## config.mk

```make
export PLATFORM = sky130hd
export DESIGN_NAME = booth_multiplier_seq
export DESIGN_NICKNAME = d
export VERILOG_FILES = /design/src/rtl/booth_multiplier_seq.sv
export SDC_FILE = /design/constraint.sdc
export NUM_CORES = 1
export LEC_CHECK = 0
export BUFFER_PORTS_ARGS = -buffer_cell sky130_fd_sc_hd__buf_2
export CORE_ASPECT_RATIO = 1.25
export CORE_MARGIN = 8
export CORE_UTILIZATION = 58
export CTS_CLUSTER_SIZE = 20
export DETAILED_ROUTE_END_ITERATION = 8
export PLACE_DENSITY = 0.87
export RECOVER_POWER = 50
export SLEW_MARGIN = 20
export SYNTH_ARGS = -nofsm -noshare
export SYNTH_HDL_FRONTEND = slang
export SYNTH_SLANG_ARGS = --single-unit
```

## constraint.sdc

```tcl
create_clock -name clk_i -period 4.65 [get_ports clk_i]
set_clock_uncertainty 0.1 [all_clocks]
set_input_delay 0.465 -clock clk_i [delete_from_list [all_inputs] [get_ports clk_i]]
set_output_delay 0.465 -clock clk_i [all_outputs]
set_load 0.01 [all_outputs]
```

## src/rtl/booth_multiplier_seq.sv

```systemverilog
// Sequential radix-2 Booth multiplier, one step per cycle.
// Signed/unsigned operands, valid/ready on input and output, abort.
module booth_multiplier_seq #(
    parameter int WIDTH = 32
) (
    input  logic               clk_i,
    input  logic               rst_n_i,
    input  logic               in_valid_i,
    output logic               in_ready_o,
    input  logic [WIDTH-1:0]   multiplicand_i,
    input  logic [WIDTH-1:0]   multiplier_i,
    input  logic               signed_i,
    input  logic               abort_i,
    output logic               out_valid_o,
    input  logic               out_ready_i,
    output logic [2*WIDTH-1:0] product_o,
    output logic               neg_o,
    output logic               busy_o
);

    localparam int CW = $clog2(WIDTH + 1);

    typedef enum logic [1:0] {
        IDLE,
        CALC,
        DONE
    } state_t;

    state_t state_q, state_d;

    logic [WIDTH+1:0]   a_q;
    logic [WIDTH:0]     qx_q;
    logic [WIDTH:0]     mx_q;
    logic               qm1_q;
    logic [CW-1:0]      cnt_q;
    logic               neg_q;
    logic [2*WIDTH-1:0] prod_q;
    logic               neg_out_q;

    logic               accept;
    logic               last;
    logic [WIDTH+1:0]   mx_ext;
    logic [WIDTH+1:0]   sum;
    logic [2*WIDTH+3:0] shf;

    assign accept = (state_q == IDLE) && in_valid_i && !abort_i;
    assign last   = (cnt_q == CW'(WIDTH));
    assign mx_ext = {mx_q[WIDTH], mx_q};

    always_comb begin
        sum = a_q;
        unique case ({qx_q[0], qm1_q})
            2'b01:   sum = a_q + mx_ext;
            2'b10:   sum = a_q - mx_ext;
            default: sum = a_q;
        endcase
    end

    // {A, Qx, q_m1} after the arithmetic right shift; q_m1 old value drops off
    assign shf = {sum[WIDTH+1], sum, qx_q};

    always_ff @(posedge clk_i or negedge rst_n_i) begin
        if (!rst_n_i) begin
            state_q <= IDLE;
        end else begin
            state_q <= state_d;
        end
    end

    always_comb begin
        state_d = state_q;
        unique case (state_q)
            IDLE: if (accept) state_d = CALC;
            CALC: begin
                if (abort_i)   state_d = IDLE;
                else if (last) state_d = DONE;
            end
            DONE: if (abort_i || out_ready_i) state_d = IDLE;
            default: state_d = IDLE;
        endcase
    end

    always_ff @(posedge clk_i or negedge rst_n_i) begin
        if (!rst_n_i) begin
            a_q       <= '0;
            qx_q      <= '0;
            mx_q      <= '0;
            qm1_q     <= 1'b0;
            cnt_q     <= '0;
            neg_q     <= 1'b0;
            prod_q    <= '0;
            neg_out_q <= 1'b0;
        end else if (accept) begin
            a_q   <= '0;
            qx_q  <= {signed_i & multiplier_i[WIDTH-1], multiplier_i};
            mx_q  <= {signed_i & multiplicand_i[WIDTH-1], multiplicand_i};
            qm1_q <= 1'b0;
            cnt_q <= '0;
            neg_q <= signed_i
                     && (multiplicand_i[WIDTH-1] ^ multiplier_i[WIDTH-1])
                     && (|multiplicand_i) && (|multiplier_i);
        end else if (state_q == CALC && !abort_i) begin
            a_q   <= shf[2*WIDTH+3:WIDTH+2];
            qx_q  <= shf[WIDTH+1:1];
            qm1_q <= shf[0];
            cnt_q <= cnt_q + CW'(1);
            if (last) begin
                prod_q    <= shf[2*WIDTH:1];
                neg_out_q <= neg_q;
            end
        end
    end

    assign in_ready_o  = (state_q == IDLE);
    assign out_valid_o = (state_q == DONE);
    assign busy_o      = (state_q == CALC);
    assign product_o   = prod_q;
    assign neg_o       = neg_out_q;

endmodule
```

==> After elaboration in Yosys (flattened, before gate mapping) <==
Index checks and enable logic that the tools add are counted.
{ "totals": {"ff_bits": 175, "input_bits": 70, "output_inout_bits": 68, "wordCells": 52} }
{ "op_classes": {"addsub": 3, "eq_ne": 8, "mux": 14, "bitwise_logic": 4, "reduce_logical": 14} }
{ "op_table": {"columns": ["operator", "count"], "rows": [
  ["$mux 34", 2],
  ["$pmux 34 s2", 1],
  ["$mux 33", 2],
  ["$reduce_or 32->1", 2],
  ["$add 34x34->34", 1],
  ["$sub 34x34->34", 1],
  ["$mux 6", 2],
  ["$mux 2", 4],
  ["$add 6x1->6 const B", 1],
  ["$eq 6x6->1 const B", 1],
  ["$logic_and 1x1->1", 6],
  ["$pmux 2 s3", 1],
  ["$reduce_and 3->1", 2],
  ["$eq 2x1->1 const B", 2],
  ["$eq 2x2->1 const B", 2],
  ["$ne 2x1->1 const B", 2],
  ["$ne 3x2->1 const B", 1],
  ["$and 1x1->1", 2],
  ["$logic_not 2->1", 1],
  ["$mux 1", 2],
  ["$reduce_bool 2->1", 1],
  ["$logic_not 1->1", 1],
  ["$logic_or 1x1->1", 1],
  ["$not 1->1", 1],
  ["$xor 1x1->1", 1]
]} }

==> Longest topological paths before layout <==
Gate-level depths: netlist of the first run.
{ "depth": {"word_depth": 5, "mapped_depth": 18, "mapped_depth_nobuf": 17} }

==> Least setup slack after synthesis of the first run <==
Ideal clock, no wire load.
{ "synth_timing": {"path_kind": "flip-flop to flip-flop", "startpoint": "register mx_q[4]", "endpoint": "register a_q[32]", "setup_time_ns": 0.066, "arrival_time_ns": 4.089, "required_time_ns": 4.484, "setup_slack_ns": 0.395, "stages_incl_launch_ff": 17, "n_path_buf": 1, "synth_period_minus_slack_ns": 4.255, "cell_sequence": "dfrtp_1 > nor4_1 > nand2_1 > nor4_2 > nand3_1 > nor3_1 > a21oi_1 > xnor2_1 > ha_1 > clkbuf_1 > and4_1 > a221o_1 > a221o_1 > a21o_2 > o21a_1 > or4_1 > nand2_1"} }
{ "synth_via": {"elab_chain_cells": 4, "elab_cells_between_ends": 5, "cone_classes": "add/sub: 2; mux: 3"} }
{ "synth_lines": {"columns": ["element", "line", "rtl"], "rows": [
  ["start: declaration", "33", "logic [WIDTH:0] mx_q;"],
  ["start signal: assignment", "96", "mx_q <= {signed_i & multiplicand_i[WIDTH-1], multiplicand_i};"],
  ["$sub 34x34->34 or $add 34x34->34 (tied branches)", "54, 53", null],
  ["$pmux 34 s2 (*)", "52", "unique case ({qx_q[0], qm1_q})"],
  ["$mux 34 (*)", "102", "end else if (state_q == CALC && !abort_i) begin"],
  ["$mux 34 (*)", "93", "end else if (accept) begin"],
  ["end signal: assignment", "103", "a_q <= shf[2*WIDTH+3:WIDTH+2];"],
  ["end: declaration", "31", "logic [WIDTH+1:0] a_q;"]
]} }
Mark *: on every way between the ends. The rest lies on a longest branch, timed or not. The select of a mux whose other input is x is not followed.
A chain may end at the register's enable or synchronous reset.

==> Worst setup path in the final report of the first run <==
{ "layout_timing": {"startpoint": "register mx_q[20]", "endpoint": "register a_q[32]"} }
Same word-level chain as after synthesis.

==> results.ini, run 1 <==
[outcome]
outcome=complete, but fails checks
violations=max-capacitance violations, max-slew violations

[routing]
dr.pass1.iters=5
vias=9077
drc=0
ant_nets=0
top_layer_used=met4
vias_per_cell=6.02
wl_met3_mm=2.29
drt-total-wl_mm=28.0
wl_met2_mm=13.5
drtIter0Drc=877
wl_met1_mm=11.2
wl_per_cell_um=18.5

[floorplanning]
core-area_mm2=0.0168
initial_core_util=0.590
die_w_um=133
die_h_um=162
rows=53
die_area_mm2=0.0215
io_pins=138

[setup_path]
start_kind=flip-flop
crit_chain=or4_4 -> or4_4 -> nor4_4 -> a21oi_1 -> xnor2_1 -> ha_1 -> and4_1 -> a221o_1 -> a221o_1 -> a21o_2 -> o21a_1 -> or4_1 -> nand2_1
r2r-end=a_q[32]$_DFFE_PN0P_
cp_slowest_cell=or4_4
cpLargestDelayFamily=simple AND/OR/NAND/NOR gates
critPathCaptureType=flip-flop
critPathArrivalTime_ns=4.63
rr_worst_depth=13
r2r-start=mx_q[20]$_DFFE_PN0P_
rrSetupSlack_ns=0.30
timing.critical_path.buf_inv=0
cp.required_ns=4.93
critPathMaxStageDelay_ns=0.56
crit_path_start=mx_q[20]$_DFFE_PN0P_
path_class=flip-flop to flip-flop
critPathMaxFanout=11

[synth]
synth_top_area_frac=0.440
ys.warnings.count=0
netlist_area_mm2=0.00990
ys_types=64
syn-num-nets=1280
synthTopCellsByArea=dfrtp_1 44%, nand2_1 13%, ha_1 4.7%, xnor2_1 3.3%, a21oi_1 3.1%
synth_seq_cells=174
synth_edf_count=0
yosys.area.top_type=dfrtp_1
yosysSeqAreaShare=0.440
synth_cells=1172
ys.flop_type=dfrtp_1
async_flop_share=1.00
synth.avg_cell_area_um2=8.45

[place]
io_buffer_count=137
placed_cell_area_mm2=0.0107
dp_hpwl_mm=20.3
finalWeightedCongestion=0.940

[min_path]
whs_path_depth=3
min_to=mx_q[24]$_DFFE_PN0P_
min_from=multiplicand_i[24]
hold_path.class=input pin to flip-flop

[sta]
tightest_slew_ns=3.15
max_clock_freq_mhz=230
finalSetupViolations=0
rsz0062_at_grt=false
fin_crit_ns=4.35
final_hold_viol_count=0
maxSlewHeadroom=-1.10
slew_violations=124
holdWs_ns=0.127
fin_crit_sh=0.936
fin_setup_tns_ns=0

[flow_run]
maxCapViolations=2

[power]
power_density_mw_per_mm2=569
peakVddDrop_mv=0.265
p_leak_nw=5.54

[cts]
cts_tree=yes
post_cts_buffers=0
numCtsBuffers=17
insertion_delay_ns=0.44
clockBufferDepth=2
cts-root-buf=clkbuf_16
numClockSinks=174
htreeDepth=4
path_clk_slew_ns=0.07

[cells_and_area]
fin_util=0.673
multiInputGateArea_mm2=0.00526
postLayoutCellArea_mm2=0.0113
nets=1385
seq_area_mm2=0.00435
areaGrowthSynthToFinish_pct=14.1
n_antenna_cell=0
fill_cells=1387
drive_above_1_share=0.109

[global_routing]
track_usage=0.262
grt_pass1_vias=9175
grt_pass1_wl_mm=45.9
grt_max_degree=75
antenna_found_initial=0
overflow=0

==> layout make-up <==
class                      instances  share of cell area
clock buffer                      17              0.0377
clock inverter                    14              0.0162
sequential                       174               0.386
multi-input combinational        913               0.466
timing repair buffer             155              0.0654
inverter                          16             0.00532
tap                              220              0.0244
==> stage by stage <==
stage	std cells	total power [mW]	worst slack, ns
5_1_grt	1509	6.84	0.0263
3_3_place_gp	1477	4.80	0.307
3_5_place_dp	1477	4.85	0.209
6_report	1509	6.43	0.296
4_1_cts	1509	6.37	0.204
2_1_floorplan	1172	4.12	0.395
==> flip-flops by register name, indices dropped and copies added, names as in the netlist, 2 cells and up <==
register and count:
a_q 33, cnt_q 6, mx_q 33, product_o 64, qx_q 33, state_q 2
==> worst reg2reg max path, stage by stage, from the launching register on <==
cell	delay, ns
dfrtp_1	0.42
or4_4	0.56
or4_4	0.45
nor4_4	0.30
a21oi_1	0.15
xnor2_1	0.15
ha_1	0.43
and4_1	0.23
a221o_1	0.33
a221o_1	0.33
a21o_2	0.22
o21a_1	0.19
or4_1	0.39
nand2_1	0.07
==> power by group <==
| part | switching, mW | internal, mW | leakage [nW] | total (mW) |
|---|---|---|---|---|
| Combinational | 1.77 | 1.09 | 2.94 | 2.86 |
| Sequential | 0.304 | 1.77 | 2.31 | 2.07 |
| Clock | 0.645 | 0.855 | 0.293 | 1.50 |
| Total | 2.72 | 3.71 | 5.54 | 6.43 |
==> worst max path at each step <==
stage	to	slack (ns)	depth (start not counted)
final	a_q[32]$_DFFE_PN0P_	0.30	13
after global routing	a_q[32]$_DFFE_PN0P_	0.03	16
after CTS	a_q[32]$_DFFE_PN0P_	0.20	15
after detailed placement	a_q[32]$_DFFE_PN0P_	0.21	15
after global placement	product_o[62]$_DFFE_PN0P_	0.31	15
after floorplan	a_q[32]$_DFFE_PN0P_	0.39	16
==> cells by family after synthesis <==
| kind of cell | Yosys count | synth area share |
|---|---|---|
| simple gates | 541 | 0.236 |
| fa+ha+maj | 38 | 0.0488 |
| mux | 17 | 0.0176 |
| compound gates | 259 | 0.171 |
| flops | 174 | 0.440 |
| xor+xnor | 58 | 0.0513 |
| buf+inv | 85 | 0.0353 |
==> placed cells by master (no fill, tap or decap), types with 5 or more instances in the layout <==
cell type  synthesis  routed
nand2_1          351     350
dfrtp_1          174     174
clkbuf_1          61      69
buf_2              0      68
nor2_1            62      60
a21oi_1           61      60
o21ai_0           58      58
xnor2_1           37      37
ha_1              37      37
nand3_1           33      33
a22oi_1           32      32
xor2_1            21      21
a21o_1            20      20
nor4_1            18      18
clkbuf_16          0      17
buf_4              0      16
inv_1             15      15
nand4_1           15      15
and3_1            15      15
nor3_1            16      14
mux2i_1           14      14
a22o_1            11      11
a31oi_1            9       9
a211oi_1           9       8
o21a_1             8       8
o21ai_1            6       6
o41ai_1            5       5
a32oi_1            5       5
inv_6              0       5
==> Yosys cell counts, drive strengths merged, types with 2 or more instances <==
master   instances
a31oi            9
a32oi            5
nor2b            5
a22o            11
a221o            2
o221ai           4
o211ai           3
nand3           33
clkbuf          64
nor2            62
or2              3
nand2          351
and3            15
mux2i           14
ha              37
mux2             3
o2111ai          3
or3              6
xor2            21
nor3            16
o21a             8
nand4           15
or4              6
a211oi          10
a22oi           32
o21bai           4
a21oi           62
o21ai           64
nor4            20
xnor2           37
o31ai            5
inv             15
nand3b           2
dfrtp          174
and2             3
a311oi           2
buf              5
o41ai            5
a21o            21
==> layer usage <==
metal  up-vias  GRT usage
li1       4294          -
met1      4311      0.314
met2       393      0.432
met3        79     0.0701
met4         0      0.118
met5         -          0
==> timing repair <==
item | CTS | global route
hold endpoints to repair | 72 | 0
resized for setup | 0 | 9
hold buffers | 1 | 0
setup endpoints to repair | 0 | 14
Note: power is estimated with default switching activity, not from simulation.
==> run 2, diff against run 1 <==
- MAX_ROUTING_LAYER: unset -> met4
==> run 2 against run 1 <==
- the flow still finishes with violations (max-capacitance violations, max-slew violations)
- power is 0.40% lower
- routed wire length rose by 0.16%
- setup slack got worse by 0.049 ns
- critical path type unchanged
- largest power group unchanged
- highest routed layer unchanged
==> results.ini, run 2 (synthesis gave the netlist of run 1 again) <==
[outcome]
outcome=complete, but fails checks
violations=max-capacitance violations, max-slew violations

[cells_and_area]
seq_area_mm2=0.00435
multiInputGateArea_mm2=0.00527
nets=1384
instances_no_fill=1509
postLayoutCellArea_mm2=0.0113
drive_above_1_share=0.122
areaGrowthSynthToFinish_pct=14.3
layout_common_cells=350 x nand2_1, 174 x dfrtp_1, 80 x buf_2
fin_util=0.675
fill_cells=1377
largest_reg_flops=64
layout_commonest_cell=nand2_1
n_antenna_cell=0

[flow_run]
maxCapViolations=2

[cts]
clockBufferDepth=2
cts-root-buf=clkbuf_16
insertion_delay_ns=0.44
path_clk_slew_ns=0.07
cts_tree=yes
numCtsBuffers=17
numClockSinks=174
htreeDepth=4

[global_routing]
grt_max_degree=110
antenna_found_initial=0
grt_pass1_wl_mm=45.9
overflow=0
grt_pass1_vias=9176
track_usage=0.269

[sta]
final_hold_viol_count=0
tightest_slew_ns=2.70
fin_crit_sh=0.947
fin_crit_ns=4.40
slew_violations=140
rsz0062_at_grt=false
finalSetupViolations=0
maxSlewHeadroom=-0.799
max_clock_freq_mhz=227
setup_slack_ns=0.247
fin_setup_tns_ns=0

[floorplanning]
die_w_um=133
rows=53
io_pins=138
die_area_mm2=0.0215
initial_core_util=0.590
core-area_mm2=0.0168
die_h_um=162

[setup_path]
critPathMaxFanout=11
rr_worst_depth=13
critPathArrivalTime_ns=4.68
critPathCaptureType=flip-flop
path_class=flip-flop to flip-flop
cp.required_ns=4.93
start_kind=flip-flop

[routing]
wl_per_cell_um=18.6
ant_nets=0
vias=9146
drtIter0Drc=859
vias_per_cell=6.06
drt-total-wl_mm=28.0
dr.pass1.iters=5
drc=0

[place]
pre_cts_slack_ns=0.196
placed_cells=1477
io_buffer_count=137
dp_hpwl_mm=20.2
placed_cell_area_mm2=0.0107
finalWeightedCongestion=0.974

[min_path]
hold_path.class=input pin to flip-flop
whs_path_depth=3

[power]
peakVddDrop_mv=0.302
power_density_mw_per_mm2=566
p_leak_nw=5.59

==> run 2: worst max-delay path: stages (launching register included) <==
cell and delay [ns]:
dfrtp_1 0.42, or4_4 0.56, or4_4 0.45, nor4_4 0.33
a21oi_1 0.15, xnor2_1 0.14, ha_1 0.42, and4_1 0.23
a221o_1 0.32, a221o_1 0.32, a21o_2 0.22, o21a_1 0.19
or4_1 0.40, nand2_1 0.07
==> run 2: worst paths after layout <==
| check | startpoint | endpoint | slack, ns |
|---|---|---|---|
| min reg2reg | product_o[41]$_DFFE_PN0P_ | product_o[41]$_DFFE_PN0P_ | 0.37 |
| max | mx_q[20]$_DFFE_PN0P_ | a_q[32]$_DFFE_PN0P_ | 0.25 |
| max in group asynchronous | rst_n_i | mx_q[28]$_DFFE_PN0P_ | 1.15 |
| min | multiplicand_i[27] | mx_q[27]$_DFFE_PN0P_ | 0.14 |
| max reg2reg | mx_q[20]$_DFFE_PN0P_ | a_q[32]$_DFFE_PN0P_ | 0.25 |
| min in group asynchronous | rst_n_i | product_o[27]$_DFFE_PN0P_ | 0.76 |
==> run 2: per-layer routing <==
| layer | share of wire | track usage | vias up |
|---|---|---|---|
| li1 | - | - | 4300 |
| met1 | 0.41 | 0.328 | 4370 |
| met2 | 0.47 | 0.433 | 408 |
| met3 | 0.079 | 0.0550 | 68 |
| met4 | 0.033 | 0.106 | 0 |
| met5 | 0 | - | - |
==> run 2: cell type report <==
cell class / instances / share of cell area
clock buffers: 17 / 0.0376
clock inverters: 15 / 0.0166
inverters: 16 / 0.00531
multi-input cells: 913 / 0.465
flip-flops and latches: 174 / 0.385
well taps: 220 / 0.0243
repair buffers: 154 / 0.0662
==> run 2: through the flow <==
stage          hold WS [ns]  total power [mW]
2_1_floorplan        0.0694              4.12
3_3_place_gp          0.353              4.81
3_5_place_dp          0.356              4.86
4_1_cts               0.107              6.34
5_1_grt               0.142              6.82
6_report              0.137              6.40
==> run 2: repair_timing <==
action                     CTS  global route
resized for setup            0             9
setup endpoints to repair    0            11
hold buffers                 0             0
setup buffers                0             0
==> run 2: power breakdown <==
| group | switching (mW) | total [mW] | internal, mW |
|---|---|---|---|
| combinational | 1.76 | 2.86 | 1.10 |
| sequential | 0.297 | 2.06 | 1.77 |
| clock | 0.703 | 1.48 | 0.779 |
